## src/rtl/seq_alu_pkg.sv

```systemverilog
// seq_alu shared definitions: opcode map, FSM states
// and the shift-amount width helper.
package seq_alu_pkg;

  localparam logic [2:0] OP_NAND   = 3'b000;
  localparam logic [2:0] OP_NEG    = 3'b001;
  localparam logic [2:0] OP_OR2    = 3'b010;
  localparam logic [2:0] OP_XN     = 3'b011;
  localparam logic [2:0] OP_SHF    = 3'b100;
  localparam logic [2:0] OP_CAT    = 3'b101;
  localparam logic [2:0] OP_MOD    = 3'b110;
  localparam logic [2:0] OP_MULROT = 3'b111;

  typedef enum logic [2:0] {
    S_IDLE,
    S_MUL,
    S_ROT,
    S_DIV,
    S_DONE
  } state_e;

  function automatic int shamt_w(input int w);
    return (w < 2) ? 1 : $clog2(w);
  endfunction

endpackage

```

## src/rtl/seq_alu_div.sv

```systemverilog
// Iterative restoring divider, one quotient bit per cycle.
// Only the remainder is kept; done pulses after N steps.
module seq_alu_div #(
  parameter int N = 8
) (
  input  logic         clk,
  input  logic         rst_n,
  input  logic         start_i,
  input  logic [N-1:0] dividend_i,
  input  logic [N-1:0] divisor_i,
  output logic         busy_o,
  output logic         done_o,
  output logic [N-1:0] rem_o
);

  localparam int CW = $clog2(N + 1);
  localparam logic [CW-1:0] ONE  = CW'(1);
  localparam logic [CW-1:0] LAST = CW'(N);

  logic [N-1:0]  rem_q, rem_d;
  logic [N-1:0]  dvd_q, dvd_d;
  logic [N-1:0]  dvs_q, dvs_d;
  logic [CW-1:0] cnt_q, cnt_d;
  logic          busy_q, busy_d;

  function automatic logic [N-1:0] step(
    input logic [N-1:0] r,
    input logic         bin,
    input logic [N-1:0] d
  );
    logic [N:0] t;
    logic [N:0] u;
    t = {r, bin};
    u = t - {1'b0, d};
    return (t >= {1'b0, d}) ? u[N-1:0] : t[N-1:0];
  endfunction

  assign done_o = busy_q && (cnt_q == LAST);
  assign busy_o = busy_q;
  assign rem_o  = rem_q;

  // The first step happens on the start edge itself
  always_comb begin
    rem_d  = rem_q;
    dvd_d  = dvd_q;
    dvs_d  = dvs_q;
    cnt_d  = cnt_q;
    busy_d = busy_q;
    if (start_i) begin
      rem_d  = step('0, dividend_i[N-1], divisor_i);
      dvd_d  = dividend_i << 1;
      dvs_d  = divisor_i;
      cnt_d  = ONE;
      busy_d = 1'b1;
    end else if (done_o) begin
      busy_d = 1'b0;
    end else if (busy_q) begin
      rem_d = step(rem_q, dvd_q[N-1], dvs_q);
      dvd_d = dvd_q << 1;
      cnt_d = cnt_q + ONE;
    end
  end

  always_ff @(posedge clk or negedge rst_n) begin
    if (!rst_n) begin
      rem_q  <= '0;
      dvd_q  <= '0;
      dvs_q  <= '0;
      cnt_q  <= '0;
      busy_q <= 1'b0;
    end else begin
      rem_q  <= rem_d;
      dvd_q  <= dvd_d;
      dvs_q  <= dvs_d;
      cnt_q  <= cnt_d;
      busy_q <= busy_d;
    end
  end

endmodule

```

## src/rtl/seq_alu.sv

```systemverilog
// Multi-cycle WIDTH-bit ALU with valid/ready on both sides.
// Modulo and multiply-rotate iterate; other ops take one edge.
module seq_alu
  import seq_alu_pkg::*;
#(
  parameter int WIDTH      = 4,
  parameter bit ODD_PARITY = 1'b0
) (
  input  logic               clk,
  input  logic               rst_n,
  input  logic               in_valid,
  output logic               in_ready,
  input  logic [WIDTH-1:0]   a,
  input  logic [WIDTH-1:0]   b,
  input  logic [2:0]         sel,
  output logic               out_valid,
  input  logic               out_ready,
  output logic [2*WIDTH-1:0] alu,
  output logic               parity,
  output logic               err
);

  localparam int N  = 2 * WIDTH;
  localparam int S  = shamt_w(WIDTH);
  localparam int CW = $clog2(N + 1);
  localparam logic [CW-1:0] ONE   = CW'(1);
  localparam logic [CW-1:0] WLAST = CW'(WIDTH - 1);

  state_e state_q, state_d;

  logic [N-1:0]     mcand_q, mcand_d;
  logic [N-1:0]     prod_q, prod_d;
  logic [N-1:0]     alu_q, alu_d;
  logic [WIDTH-1:0] mplr_q, mplr_d;
  logic [CW-1:0]    cnt_q, cnt_d;
  logic [CW-1:0]    rot_q, rot_d;
  logic             par_q, par_d;
  logic             err_q, err_d;

  logic         accept, load, by_zero;
  logic         mul_last, rot_last;
  logic         div_start, div_busy, div_done;
  logic [N-1:0] div_rem, za, zb;
  logic [N-1:0] simple_res, mac, rotl;

  assign za        = {{WIDTH{1'b0}}, a};
  assign zb        = {{WIDTH{1'b0}}, b};
  assign accept    = in_valid && in_ready;
  assign by_zero   = (b == '0);
  assign div_start = accept && (sel == OP_MOD) && !by_zero;
  assign mac       = prod_q + (mplr_q[0] ? mcand_q : '0);
  assign rotl      = {prod_q[N-2:0], prod_q[N-1]};
  assign mul_last  = (cnt_q == WLAST);
  assign rot_last  = ((cnt_q + ONE) == rot_q);

  seq_alu_div #(
    .N(N)
  ) u_div (
    .clk       (clk),
    .rst_n     (rst_n),
    .start_i   (div_start),
    .dividend_i({a, a}),
    .divisor_i (zb),
    .busy_o    (div_busy),
    .done_o    (div_done),
    .rem_o     (div_rem)
  );

  // Divide-by-zero falls through here and returns {a,a}
  always_comb begin
    simple_res = '0;
    unique case (sel)
      OP_NAND: simple_res = {{WIDTH{1'b0}}, ~(a & b)};
      OP_NEG:  simple_res = '0 - zb;
      OP_OR2:  simple_res = {a | b, a | b};
      OP_XN:   simple_res = {a ^ b, ~(a | b)};
      OP_SHF:  simple_res = (a >= b) ? (za << b[S-1:0])
                                     : (zb << a[S-1:0]);
      OP_CAT:  simple_res = {a, b};
      OP_MOD:  simple_res = {a, a};
      default: simple_res = '0;
    endcase
  end

  always_ff @(posedge clk or negedge rst_n) begin
    if (!rst_n) state_q <= S_IDLE;
    else        state_q <= state_d;
  end

  always_comb begin
    state_d = state_q;
    unique case (state_q)
      S_IDLE: begin
        if (accept) begin
          if (sel == OP_MULROT) state_d = S_MUL;
          else if (div_start)   state_d = S_DIV;
          else                  state_d = S_DONE;
        end
      end
      S_MUL: begin
        if (mul_last)
          state_d = (rot_q == '0) ? S_DONE : S_ROT;
      end
      S_ROT:   if (rot_last)  state_d = S_DONE;
      S_DIV:   if (div_done)  state_d = S_DONE;
      S_DONE:  if (out_ready) state_d = S_IDLE;
      default: state_d = S_IDLE;
    endcase
  end

  always_comb begin
    in_ready  = (state_q == S_IDLE) && !div_busy;
    out_valid = (state_q == S_DONE);
  end

  always_comb begin
    mcand_d = mcand_q;
    mplr_d  = mplr_q;
    prod_d  = prod_q;
    cnt_d   = cnt_q;
    rot_d   = rot_q;
    alu_d   = alu_q;
    err_d   = err_q;
    load    = 1'b0;
    unique case (state_q)
      S_IDLE: begin
        if (accept) begin
          mcand_d = za;
          mplr_d  = b;
          prod_d  = '0;
          cnt_d   = '0;
          rot_d   = CW'(int'(b) % N);
          if (sel != OP_MULROT && !div_start) begin
            alu_d = simple_res;
            err_d = (sel == OP_MOD);
            load  = 1'b1;
          end
        end
      end
      S_MUL: begin
        prod_d  = mac;
        mcand_d = mcand_q << 1;
        mplr_d  = mplr_q >> 1;
        cnt_d   = cnt_q + ONE;
        if (mul_last) begin
          cnt_d = '0;
          if (rot_q == '0) begin
            alu_d = mac;
            err_d = 1'b0;
            load  = 1'b1;
          end
        end
      end
      S_ROT: begin
        prod_d = rotl;
        cnt_d  = cnt_q + ONE;
        if (rot_last) begin
          alu_d = rotl;
          err_d = 1'b0;
          load  = 1'b1;
        end
      end
      S_DIV: begin
        if (div_done) begin
          alu_d = div_rem;
          err_d = 1'b0;
          load  = 1'b1;
        end
      end
      default: ;
    endcase
    par_d = load ? ((^alu_d) ^ ODD_PARITY) : par_q;
  end

  always_ff @(posedge clk or negedge rst_n) begin
    if (!rst_n) begin
      mcand_q <= '0;
      mplr_q  <= '0;
      prod_q  <= '0;
      cnt_q   <= '0;
      rot_q   <= '0;
      alu_q   <= '0;
      err_q   <= 1'b0;
      par_q   <= ODD_PARITY;
    end else begin
      mcand_q <= mcand_d;
      mplr_q  <= mplr_d;
      prod_q  <= prod_d;
      cnt_q   <= cnt_d;
      rot_q   <= rot_d;
      alu_q   <= alu_d;
      err_q   <= err_d;
      par_q   <= par_d;
    end
  end

  assign alu    = alu_q;
  assign parity = par_q;
  assign err    = err_q;

endmodule

```

## config.mk

```make
export PLATFORM = sky130hd
export DESIGN_NAME = seq_alu
export DESIGN_NICKNAME = d
export VERILOG_FILES = /design/src/rtl/seq_alu_pkg.sv /design/src/rtl/seq_alu_div.sv /design/src/rtl/seq_alu.sv
export SDC_FILE = /design/constraint.sdc
export NUM_CORES = 1
export LEC_CHECK = 0
export CAP_MARGIN = 20
export CORE_UTILIZATION = 30
export DETAILED_ROUTE_END_ITERATION = 7
export DONT_BUFFER_PORTS = 1
export PLACE_DENSITY = 0.44
export SKIP_LAST_GASP = 1
export SLEW_MARGIN = 10
export SYNTH_ARGS = -nofsm -noshare
export SYNTH_HDL_FRONTEND = slang
export SYNTH_SLANG_ARGS = --single-unit
```

## constraint.sdc

```tcl
create_clock -name clk -period 3.45 [get_ports clk]
set_clock_uncertainty 0.15 [all_clocks]
set_input_delay 0.1725 -clock clk [delete_from_list [all_inputs] [get_ports clk]]
set_output_delay 0.1725 -clock clk [all_outputs]
set_load 0.01 [all_outputs]
```

==> run metrics <==
vias in the first global route=4534; WP data required=3.52 ns; Clock Latency Late Sink=0.33 ns; Synth area leader=dfrtp_1; power density over cell area=816 nW/µm²; ys flop type=dfrtp_1; Slew Limit Fails=0; max-cap viol count=0; Synth async-reset ratio=1.00; P_leak=2.64 nW; final setup vio count=0; Final GP Congestion=0.841; global-route wire length before repair=24800 µm; setup TNS=0 ns; CTS Buf Count=9; type of origin of the critical path=flip-flop; Place WS=-0.196 ns; top cell type's share of synthesized area=0.332; final setup margin=0.0172 ns; cell with the most instances after synthesis=nand2_1; wire per inst=18.4 µm; Synth Warn #=0; DRC=0; Critical Path AT=3.50 ns; CTS max path bufs=2; Die Footprint=16600 µm²; Cells after Synth=572; Final period util=0.995; Layout area overhead=21.3%; final hold viol count=0; min Tclk post-route=3.43 ns; worst setup path startpoint=cnt_q[0]$_DFFE_PN0P_; Post-DP HPWL=11300 µm; worst-margin pin slew=0.643 ns; largest net degree at the start of global routing=65; filler instances=1603; Starting Density=0.313; Clock Tree Root=clkbuf_16; non-filler instance count after layout=830; initial detailed-routing violation count=389; number of synthesized flops with an enable pin=0; register area share after synthesis=0.332; Comb power frac=0.505; H-tree depth=3; RSZ-0062 raised after global routing=true; Die Y=129 µm; Die Width=129 µm; number of distinct library cells after synthesis=66; FF-to-FF Start=cnt_q[0]$_DFFE_PN0P_; I/O pin count=27; WS Path Type=flip-flop to flip-flop; final WL=15300 µm; Flop pwr share=0.294; drt pass-1 iters=7; Final Hold Slack=0.0423 ns; Worst-path clk slew=0.05 ns; layout cells sized above 1=0.145; Slew headroom=0.571; Final nets=663; TritonCTS clock tree=yes; top cells by area, synth=dfrtp_1 (33%), ha_1 (8.3%), nand2_1 (5.8%); worst-path fanout max=8; core area=15400 µm²; worst min path class=input pin to flip-flop; Net Sw Power=1.92 mW; port buffer count=0; Clock Sinks=64; via count=4467; hold_sp=out_ready; most instantiated cells after synthesis=nand2_1 (74), dfrtp_1 (64), nor2_1 (51), o21ai_0 (35); cell area after synthesis=4820 µm²; Mean Syn Cell Area=8.43 µm²; placed insts=801; diode count=0; Post-DRT Antenna Nets=0; maximum clock frequency=291 MHz; Via density=5.38; floorplan row count=45; Clock power frac=0.202; critical path endpoint category=flip-flop; Syn Nets=621; final core utilization=0.379; Int Pwr=2.86 mW; initial antenna violation count=0; Seq cells post-synth=64; outcome=complete, no violations; Global Route Usage Sum=0.197; Sw Share=0.402; worst ir drop on vdd=0.000357 V; grt total ovfl=0
metal layers:
| metal | vias to the layer above | part of all wire | track usage |
|---|---|---|---|
| li1 | 2153 | - | - |
| met1 | 2193 | 0.49 | 0.275 |
| met2 | 105 | 0.44 | 0.305 |
| met3 | 16 | 0.047 | 0.0374 |
| met4 | 0 | 0.017 | 0.0637 |
| met5 | - | 0 | 0 |
layout make-up:
| class | instances | area, µm² | share of cell area |
|---|---|---|---|
| multi-input cells | 445 | 3040 | 0.519 |
| flip-flops and latches | 64 | 1600 | 0.274 |
| repair buffers | 61 | 503 | 0.0860 |
| clock buffers | 14 | 284 | 0.0486 |
| well taps | 211 | 264 | 0.0451 |
| inverters | 33 | 124 | 0.0212 |
| clock inverters | 2 | 35.0 | 0.00599 |
cells in the final DEF (no fill, tap or decap), types with 6 or more instances in the layout:
master and count:
nand2_1 74, dfrtp_1 64, nor2_1 51, buf_4 50
inv_1 32, o21ai_0 32, ha_1 31, a21oi_1 29
nor3_1 23, nor2b_1 12, nand3_1 12, xor2_1 11
and2_1 10, dlygate4sd3_1 10, mux2i_1 9, a31oi_1 9
clkbuf_16 9, o211ai_1 8, xnor2_1 8, a222oi_1 8
a21o_1 7, a221o_1 7, mux2_2 6
worst max-delay path: stages (launching register included):
cell       delay [ns]
dfrtp_1          0.39
ha_2             0.35
xor2_2           0.16
nor2_1           0.07
and4_4           0.23
a222oi_1         0.60
o2111ai_2        0.29
xnor2_2          0.27
xnor3_1          0.36
xnor3_1          0.19
mux2_4           0.26
power groups by stage:
stage                     Sequential (mW)  Combinational [mW]  Clock, mW
after floorplan                      1.28                1.66          0
after global placement               1.40                2.26          0
after detailed placement             1.40                2.28          0
after CTS                            1.40                2.37      0.986
final                                1.40                2.41      0.962
after global routing                 1.44                2.69       1.01
metrics by stage:
step / power, mW / cell area (µm²)
2_1_floorplan: 2.94 / 4830
3_3_place_gp: 3.67 / 5330
3_5_place_dp: 3.69 / 5330
4_1_cts: 4.75 / 5810
5_1_grt: 5.15 / 5850
6_report: 4.77 / 5850
state kept, by name, summed over array words and instances, names as in the netlist:
| name | flops |
|---|---|
| u_div.busy_o | 1 |
| err | 1 |
| mplr_q | 4 |
| u_div.cnt_q | 4 |
| rot_q | 3 |
| u_div.dvs_q | 4 |
| state_q | 3 |
| u_div.rem_o | 8 |
| cnt_q | 4 |
| alu | 8 |
| parity | 1 |
| prod_q | 8 |
| mcand_q | 8 |
| u_div.dvd_q | 7 |
cell families after synthesis:
group / after synthesis / synth area share
buffers and inverters: 63 / 0.0511
muxes: 17 / 0.0405
AOI/OAI and AO/OA: 154 / 0.223
and+or+nand+nor: 217 / 0.215
DFF: 64 / 0.332
adders and majority gates: 34 / 0.0913
xor gates and xnor gates: 23 / 0.0475
final timing paths:
| kind | end | slack (ns) | depth (start not counted) |
|---|---|---|---|
| worst max register to register | parity$_DFFE_PN0P_ | 0.02 | 10 |
| worst min-delay path | state_q[1]$_DFFE_PN0P_ | 0.04 | 3 |
| max in group asynchronous | u_div.rem_o[2]$_DFFE_PN0P_ | 2.62 | 2 |
| min in group asynchronous | alu[2]$_DFF_PN0_ | 0.22 | 2 |
| worst min register to register | mcand_q[4]$_DFFE_PN0P_ | 0.33 | 2 |
| worst max-delay path | parity$_DFFE_PN0P_ | 0.02 | 10 |
timing repair:
action                                 4_1_cts  5_1_grt
endpoints found under the hold margin       80        0
gates resized for setup                      7        7
setup buffers                                1        1
pin swaps                                   11        5
hold buffers                                11        0
setup endpoints to repair                    1        1
Power figures use the tool's default switching activity.
